===== config.mk =====
export PLATFORM = sky130hd
export DESIGN_NAME = noc_switch_xbar
export DESIGN_NICKNAME = d
export VERILOG_FILES = /design/src/rtl/noc_switch_xbar.sv
export SDC_FILE = /design/constraint.sdc
export NUM_CORES = 1
export LEC_CHECK = 0
export BUFFER_PORTS_ARGS = -buffer_cell sky130_fd_sc_hd__buf_2
export CELL_PAD_IN_SITES_DETAIL_PLACEMENT = 1
export CELL_PAD_IN_SITES_GLOBAL_PLACEMENT = 2
export CORE_MARGIN = 5
export CORE_UTILIZATION = 30
export CTS_CLUSTER_DIAMETER = 200
export CTS_CLUSTER_SIZE = 14
export DETAILED_ROUTE_END_ITERATION = 12
export GPL_ROUTABILITY_DRIVEN = 0
export MAX_ROUTING_LAYER = met4
export PLACE_DENSITY_LB_ADDON = 0.1
export RECOVER_POWER = 50
export SLEW_MARGIN = 20
export SYNTH_ARGS = -nofsm -noshare
export SYNTH_HDL_FRONTEND = slang
export SYNTH_SLANG_ARGS = --single-unit

===== constraint.sdc =====
create_clock -name clk -period 10 [get_ports clk]
set_input_delay 2 -clock clk [delete_from_list [all_inputs] [get_ports clk]]
set_output_delay 2 -clock clk [all_outputs]
set_load 0.02 [all_outputs]

===== src/rtl/noc_switch_xbar.sv =====
// rtl/noc_switch_xbar.sv - NUM_PORTS x NUM_PORTS wormhole router crossbar with round-robin output arbitration
//
// Purpose:
//   Connects router input ports (flit + destination from route compute) to output
//   links. Each output has a round-robin arbiter and an IDLE/LOCKED state. A packet
//   head locks the output to its input until the tail flit passes (wormhole).
//   Flits whose destination is not a real port are consumed and dropped, and are
//   flagged on err_dest one cycle later.
//   Port map for the 5-port router: 0=L, 1=N, 2=E, 3=S, 4=W.
//
// Build option:
//   NOC_XBAR_OUT_REG_EN defined   : registered output stage, 1-cycle latency.
//   NOC_XBAR_OUT_REG_EN undefined : out_* driven combinationally from the granted
//                                   input, 0-cycle latency.
//
// Ports:
//   clk        in   rising-edge clock
//   rst        in   asynchronous active-high reset
//   in_data    in   flit of input i at [i*DATA_WIDTH +: DATA_WIDTH]
//   in_dest    in   requested output of input i at [i*SEL_W +: SEL_W]
//   in_last    in   flit i is a packet tail
//   in_valid   in   input i presents a flit
//   in_ready   out  flit of input i consumed this cycle
//   out_data   out  flit on output o (zero when idle)
//   out_last   out  tail marker on output o (zero when idle)
//   out_valid  out  output o holds a flit
//   out_ready  in   downstream accepts output o
//   err_dest   out  one-cycle pulse: flit of input i dropped for a bad destination
module noc_switch_xbar #(
  parameter int DATA_WIDTH = 8,
  parameter int NUM_PORTS  = 5,
  parameter int SEL_W      = 3
) (
  input  logic                            clk,
  input  logic                            rst,
  input  logic [NUM_PORTS*DATA_WIDTH-1:0] in_data,
  input  logic [NUM_PORTS*SEL_W-1:0]      in_dest,
  input  logic [NUM_PORTS-1:0]            in_last,
  input  logic [NUM_PORTS-1:0]            in_valid,
  output logic [NUM_PORTS-1:0]            in_ready,
  output logic [NUM_PORTS*DATA_WIDTH-1:0] out_data,
  output logic [NUM_PORTS-1:0]            out_last,
  output logic [NUM_PORTS-1:0]            out_valid,
  input  logic [NUM_PORTS-1:0]            out_ready,
  output logic [NUM_PORTS-1:0]            err_dest
);

  logic [SEL_W-1:0]      dest     [NUM_PORTS];
  logic [NUM_PORTS-1:0]  bad_dest;
  logic [SEL_W-1:0]      gnt      [NUM_PORTS];
  logic [NUM_PORTS-1:0]  has_req;
  logic [NUM_PORTS-1:0]  free;
  logic [NUM_PORTS-1:0]  xfer;
  logic [DATA_WIDTH-1:0] sel_data [NUM_PORTS];
  logic [NUM_PORTS-1:0]  sel_last;

  logic [NUM_PORTS-1:0]  locked;
  logic [SEL_W-1:0]      owner    [NUM_PORTS];
  logic [SEL_W-1:0]      ptr      [NUM_PORTS];

  // Request decode, arbitration and data select per output.
  always_comb begin
    int cand;
    cand = 0;
    for (int i = 0; i < NUM_PORTS; i++) begin
      dest[i]     = in_dest[i*SEL_W +: SEL_W];
      bad_dest[i] = in_valid[i] && (int'(dest[i]) >= NUM_PORTS);
    end
    for (int o = 0; o < NUM_PORTS; o++) begin
      gnt[o]     = '0;
      has_req[o] = 1'b0;
      if (locked[o]) begin
        // Owner bubbles (valid=0) simply leave has_req low; the lock stays.
        gnt[o]     = owner[o];
        has_req[o] = in_valid[owner[o]] && (dest[owner[o]] == SEL_W'(o));
      end else begin
        // Scan from farthest to nearest so the first requester after ptr wins.
        for (int k = NUM_PORTS; k >= 1; k--) begin
          cand = int'(ptr[o]) + k;
          if (cand >= NUM_PORTS) cand = cand - NUM_PORTS;
          if (in_valid[cand] && (dest[cand] == SEL_W'(o))) begin
            gnt[o]     = SEL_W'(cand);
            has_req[o] = 1'b1;
          end
        end
      end
      sel_data[o] = '0;
      sel_last[o] = 1'b0;
      for (int i = 0; i < NUM_PORTS; i++) begin
        if (gnt[o] == SEL_W'(i)) begin
          sel_data[o] = in_data[i*DATA_WIDTH +: DATA_WIDTH];
          sel_last[o] = in_last[i];
        end
      end
    end
  end

  // Transfer qualification and input handshake.
  always_comb begin
    logic hit;
    hit = 1'b0;
    for (int o = 0; o < NUM_PORTS; o++) begin
`ifdef NOC_XBAR_OUT_REG_EN
      free[o] = !out_valid[o] || out_ready[o];
`else
      free[o] = out_ready[o];
`endif
      xfer[o] = has_req[o] && free[o];
    end
    for (int i = 0; i < NUM_PORTS; i++) begin
      hit = 1'b0;
      for (int o = 0; o < NUM_PORTS; o++) begin
        if (xfer[o] && (gnt[o] == SEL_W'(i))) hit = 1'b1;
      end
      in_ready[i] = !rst && (bad_dest[i] || hit);
    end
  end

  // Per-output lock FSM and round-robin pointer.
  always_ff @(posedge clk or posedge rst) begin
    if (rst) begin
      err_dest <= '0;
      locked   <= '0;
      for (int o = 0; o < NUM_PORTS; o++) begin
        owner[o] <= '0;
        ptr[o]   <= SEL_W'(NUM_PORTS - 1);
      end
    end else begin
      err_dest <= bad_dest;
      for (int o = 0; o < NUM_PORTS; o++) begin
        if (xfer[o]) begin
          ptr[o] <= gnt[o];
          if (locked[o]) begin
            if (sel_last[o]) locked[o] <= 1'b0;
          end else if (!sel_last[o]) begin
            locked[o] <= 1'b1;
            owner[o]  <= gnt[o];
          end
        end
      end
    end
  end

`ifdef NOC_XBAR_OUT_REG_EN
  // Output slot: load on transfer, clear on drain; holds while stalled.
  always_ff @(posedge clk or posedge rst) begin
    if (rst) begin
      out_valid <= '0;
      out_data  <= '0;
      out_last  <= '0;
    end else begin
      for (int o = 0; o < NUM_PORTS; o++) begin
        if (xfer[o]) begin
          out_valid[o]                          <= 1'b1;
          out_data[o*DATA_WIDTH +: DATA_WIDTH]  <= sel_data[o];
          out_last[o]                           <= sel_last[o];
        end else if (out_ready[o]) begin
          out_valid[o]                          <= 1'b0;
          out_data[o*DATA_WIDTH +: DATA_WIDTH]  <= '0;
          out_last[o]                           <= 1'b0;
        end
      end
    end
  end
`else
  always_comb begin
    for (int o = 0; o < NUM_PORTS; o++) begin
      out_valid[o]                         = has_req[o] && !rst;
      out_data[o*DATA_WIDTH +: DATA_WIDTH] = (has_req[o] && !rst) ? sel_data[o] : '0;
      out_last[o]                          = has_req[o] && !rst && sel_last[o];
    end
  end
`endif

endmodule


# Word-level counts from Yosys, hierarchy flattened
# Index checks and enable logic that the tools add are counted.
# classes
add_sub_neg	50
magnitude_cmp	90
eq_ne	44
mux	370
bitwise	40
n_reduce_logical	102
# op_table
operator	n
32-bit 2-to-1 mux	50
32-bit by 4-bit greater-or-equal comparator with 1-bit output, second input constant	25
32-bit by 5-bit less-than comparator with 1-bit output, second input constant	25
32-bit inverter	25
3-bit binary-select mux with 3-bit select	30
3-bit 2-to-1 mux	90
8-bit 2-to-1 mux	30
1-bit 2-to-1 mux	140
4-bit by 3-bit subtractor with 5-bit output, second input constant	25
4-bit by 3-bit greater-or-equal comparator with 1-bit output, second input constant	25
1-bit binary-select mux with 3-bit select	30
1-bit logical AND	80
3-bit by 2-bit == test with 1-bit output, second input constant	22
3-bit by 2-bit adder with 4-bit output, second input constant	10
3-bit by 3-bit adder with 4-bit output, second input constant	10
3-bit by 1-bit == test with 1-bit output, second input constant	11
3-bit == test, second input constant	11
3-bit logical NOT	11
3-bit by 1-bit adder with 4-bit output, second input constant	5
4-bit greater-or-equal comparator, second input constant	5
3-bit by 4-bit less-than comparator with 1-bit output, second input constant	5
3-bit inverter with 4-bit output	5
3-bit greater-or-equal comparator, second input constant	5
3-bit AND reduction	5
3 further kinds	16
# totals
ff_bits	40
input_bits	72
word_cells	712

# Depth between registers and ports, before layout
# depth
ltp_word	25
ltp_mapped	18
ltp_nobuf	13

# Least setup slack after synthesis
# No wires, ideal clock.
# synth_path
path_kind	input to output
from	input port in_dest[4]
to	output port in_ready[2]
arrival_time_ns	5.154
slack_ns	2.846
cell_stages	11
path_buffers	2
cell_sequence	clkbuf_1 or4bb_1 mux4_2 o21ai_1 a221o_1 a31o_2 a21oi_1 o31ai_2 buf_2 or3b_1 a41oi_1
# synth_via
elab_chain_cells	20
elab_cells_between_ends	232
classes_between	eq/ne (29); mux (155); reduce/logical (48)
# synth_lines
element	line	source
start: declaration	37	input logic [NUM_PORTS*SEL_W-1:0] in_dest,
3-bit binary-select mux with 3-bit select	81	if (in_valid[cand] && (dest[cand] == SEL_W'(o))) begin
3-bit 2-to-1 mux (implied by the code) (2 in series)	81	
3-bit logical NOT	81	
1-bit logical AND	81	
3-bit 2-to-1 mux / 1-bit 2-to-1 mux (equally long branches) (5 in series)	81	
3-bit 2-to-1 mux / 1-bit 2-to-1 mux (equally long branches)	72	if (locked[o]) begin
3-bit by 2-bit == test with 1-bit output / 1-bit logical AND (equally long branches)	113, 108	
1-bit logical AND	113	if (xfer[o] && (gnt[o] == SEL_W'(i))) hit = 1'b1;
1-bit 2-to-1 mux (4 in series)	113	
1-bit 2-to-1 mux *	113	
1-bit logical OR *	115	in_ready[i] = !rst && (bad_dest[i] || hit);
1-bit logical AND *	115	
end: declaration	40	output logic [NUM_PORTS-1:0] in_ready,
# Mark *: on every way between the ends. The rest lies on a longest branch, timed or not. The select of a mux whose other input is x is not followed.

# Worst setup path after layout
# layout_path
from	input port in_dest[5]
to	output port out_data[28]
# layout_via
elab_chain_cells	18
elab_cells_between_ends	54
classes_between	eq/ne (10); mux (36); reduce/logical (8)
# layout_lines
element	line	source
3-bit binary-select mux with 3-bit select	81	
3-bit 2-to-1 mux (implied by the code) (2 in series)	81	
3-bit by 2-bit == test with 1-bit output	81	
1-bit logical AND	81	
3-bit 2-to-1 mux (5 in series)	81	
3-bit 2-to-1 mux	72	
3-bit logical NOT	90	if (gnt[o] == SEL_W'(i)) begin
8-bit 2-to-1 mux (5 in series)	90	
8-bit 2-to-1 mux *	169	out_data[o*DATA_WIDTH +: DATA_WIDTH] = (has_req[o] && !rst) ? sel_data[o] : '0;
end: declaration	41	output logic [NUM_PORTS*DATA_WIDTH-1:0] out_data,
# Marked as above.

==> out/qor.txt <==
vias: 12,000
Tcrit/Tclk final: 88.0%
synthesized instance count: 1,425
drt drc: 0
CP Capture Type: primary output
max-cap viol count: 3
Max FO, Critical Path: 18
most common cell in the netlist: nor2_1
leakage power: 5.06 nW
Inserted Clock Buffers: 5
Die Footprint: 0.0396 mm^2
final setup vio count: 0
WL/cell: 24.3 um
synth cell count leaders: nor2_1, mux2i_1, nand2_1, a21oi_1, o21ai_0
Syn Area/Cell: 7.52 um^2
Worst Setup Start Kind: input pin
# clock sinks: 40
vias in the first global route: 12,100
core area: 0.0354 mm^2
PostCTS Resize Cnt: 0
Top FF cell, synth: dfrtp_1
HP Start: owner[14]
clock root buffer: clkbuf_16
Reg clk slew, reported paths: 70 ps
Ys Warns: 0
Max Clock Freq: 0.114 GHz
Setup TNS Final: 0 ps
Worst Setup Path Type: input pin to primary output
final setup skew: 1.73 ps
Max clock buf depth: 2
overall power: 5.11 mW
r2r startpoint: ptr[9]
RSZ-0062 raised after global routing: false
synthesis-stage register bit count: 40
Initial Util: 30.3%
violated checks: capacitance limit, slew limit
Critical Path Start: in_dest[5]
Power Density: 431 mW/mm^2
CP required: 8000 ps
I/O Pins: 132
Mapped Area: 0.0107 mm^2
syn nets: 1,553
ys async rst share: 100%
Slew Viols, Final: 44
Seq/Total Area, Yosys: 9.41%
htree depth: 2
Yosys top cell by area: mux2i_1
Vert. Die Dim: 199 um
hold_buf cts: 0
post-DP HPWL: 38,000 um
Worst-Margin Slew: 1920 ps
area delta synth->final: 10.6%
crit path DAT: 6800 ps
Yosys top cell area share: 10.4%
antenna violations before repair: 3
first-pass GRT wire length: 74,000 um
number of vias per cell: 6.11
status: finished, violations left
final hold violation count: 0
DR iter-0 viols: 782
post-synthesis cell type count: 105
VDD IR max: 0.173 mV
final WL: 47,800 um
Post-synth EDFFs: 0
FP Rows: 69
grt total ovfl: 0
Post-CTS Setup Inserts: 0
TritonCTS clock tree: yes
drt first pass iters: 7
# fillers: 4,446
top post-synthesis cells by area: mux2i_1, dfrtp_1, ha_1
largest net degree at the start of global routing: 35
Worst-Skew Late Latency: 290 ps
Hold Crit Class: register to register
GR Util All Layers: 24.2%
Die W: 199 um
Final min period: 8800 ps
layout cells sized above 1: 15.1%
port bufs: 131
Layout Nets: 1,627
max_slew headroom: -28.3%
Post-DRT Antenna Nets: 0
## worst paths after layout
| kind | slack (ps) | end | depth (start not counted) |
|---|---|---|---|
| max reg2reg | 3400 | owner[10] | 13 |
| min reg2reg | 570 | owner[14] | 1 |
| min in group asynchronous | 2060 | owner[1] | 2 |
| max | 1200 | out_data[28] | 13 |
| min | 570 | owner[14] | 1 |
| max in group asynchronous | 6030 | ptr[13] | 3 |
## kinds of logic after synthesis
logic type | share of synthesized area, %
simple gates | 29.5
compound gates | 30.8
buf+inv | 5.75
xor+xnor | 1.95
flops | 9.41
mux | 16.1
fa+ha+maj | 6.54
## placed cells by master, fill, tap and decap left out, types with 27 or more instances in the layout
cell type  instances
a211oi_1          27
a21oi_1           77
buf_2            120
dfrtp_1           35
ha_1              56
inv_1             58
mux2i_1          111
nand2_1          103
nand2b_1          34
nand3_1           36
nor2_1           112
nor2b_1           40
nor3_1            49
o21ai_0           60
## power breakdown
part	switching (mW)	internal (mW)	total, mW
logic	2.80	1.73	4.53
clock network	0.0803	0.119	0.199
registers	0.150	0.229	0.379
## sequential cells by signal, indices dropped and copies added (netlist names)
name,count
owner,15
locked,5
ptr,15
err_dest,5
## area by class of cell
| type | count | area [um^2] | share of cell area [%] |
|---|---|---|---|
| Antenna cell | 3 | 7.51 | 0.0634 |
| Clock buffer | 5 | 125 | 1.06 |
| Clock inverter | 3 | 46.3 | 0.391 |
| Inverter | 60 | 225 | 1.90 |
| Multi-Input combinational cell | 1241 | 9080 | 76.6 |
| Sequential cell | 40 | 1010 | 8.50 |
| Tap cell | 461 | 577 | 4.87 |
| Timing Repair Buffer | 151 | 781 | 6.59 |
## worst max-delay path, stage by stage
cell	delay (ps)
clkbuf_1	330
nand4b_1	590
mux2i_1	400
nor2_1	70
o32ai_1	710
nor3_1	110
a221o_1	320
a31oi_1	490
o21a_1	860
a21oi_1	170
a221o_1	400
a21boi_1	140
buf_2	190
## metal layers
| layer | track usage (%) | vias up | share of wire, % |
|---|---|---|---|
| met5 | - | - | 0 |
| met3 | 3.08 | 32 | 5.0 |
| met1 | 33.1 | 5991 | 47 |
| met4 | 4.03 | 0 | 1.4 |
| met2 | 39.2 | 312 | 47 |
| li1 | - | 5657 | - |
## metrics by stage
stage / hold slack [ps] / setup slack, ps / utilization (%) / area [um^2] / cells
final: 568 / 1200 / 33.5 / 11800 / 1964
after global placement: 530 / 1630 / 33.1 / 11700 / 1953
after detailed placement: 540 / 1610 / 33.1 / 11700 / 1953
after global routing: 590 / 817 / 33.5 / 11800 / 1964
after CTS: 558 / 1640 / 33.6 / 11900 / 1961
after floorplan: 498 / 2850 / - / 10700 / 1425
No activity file was read; power rests on OpenSTA's default activity.
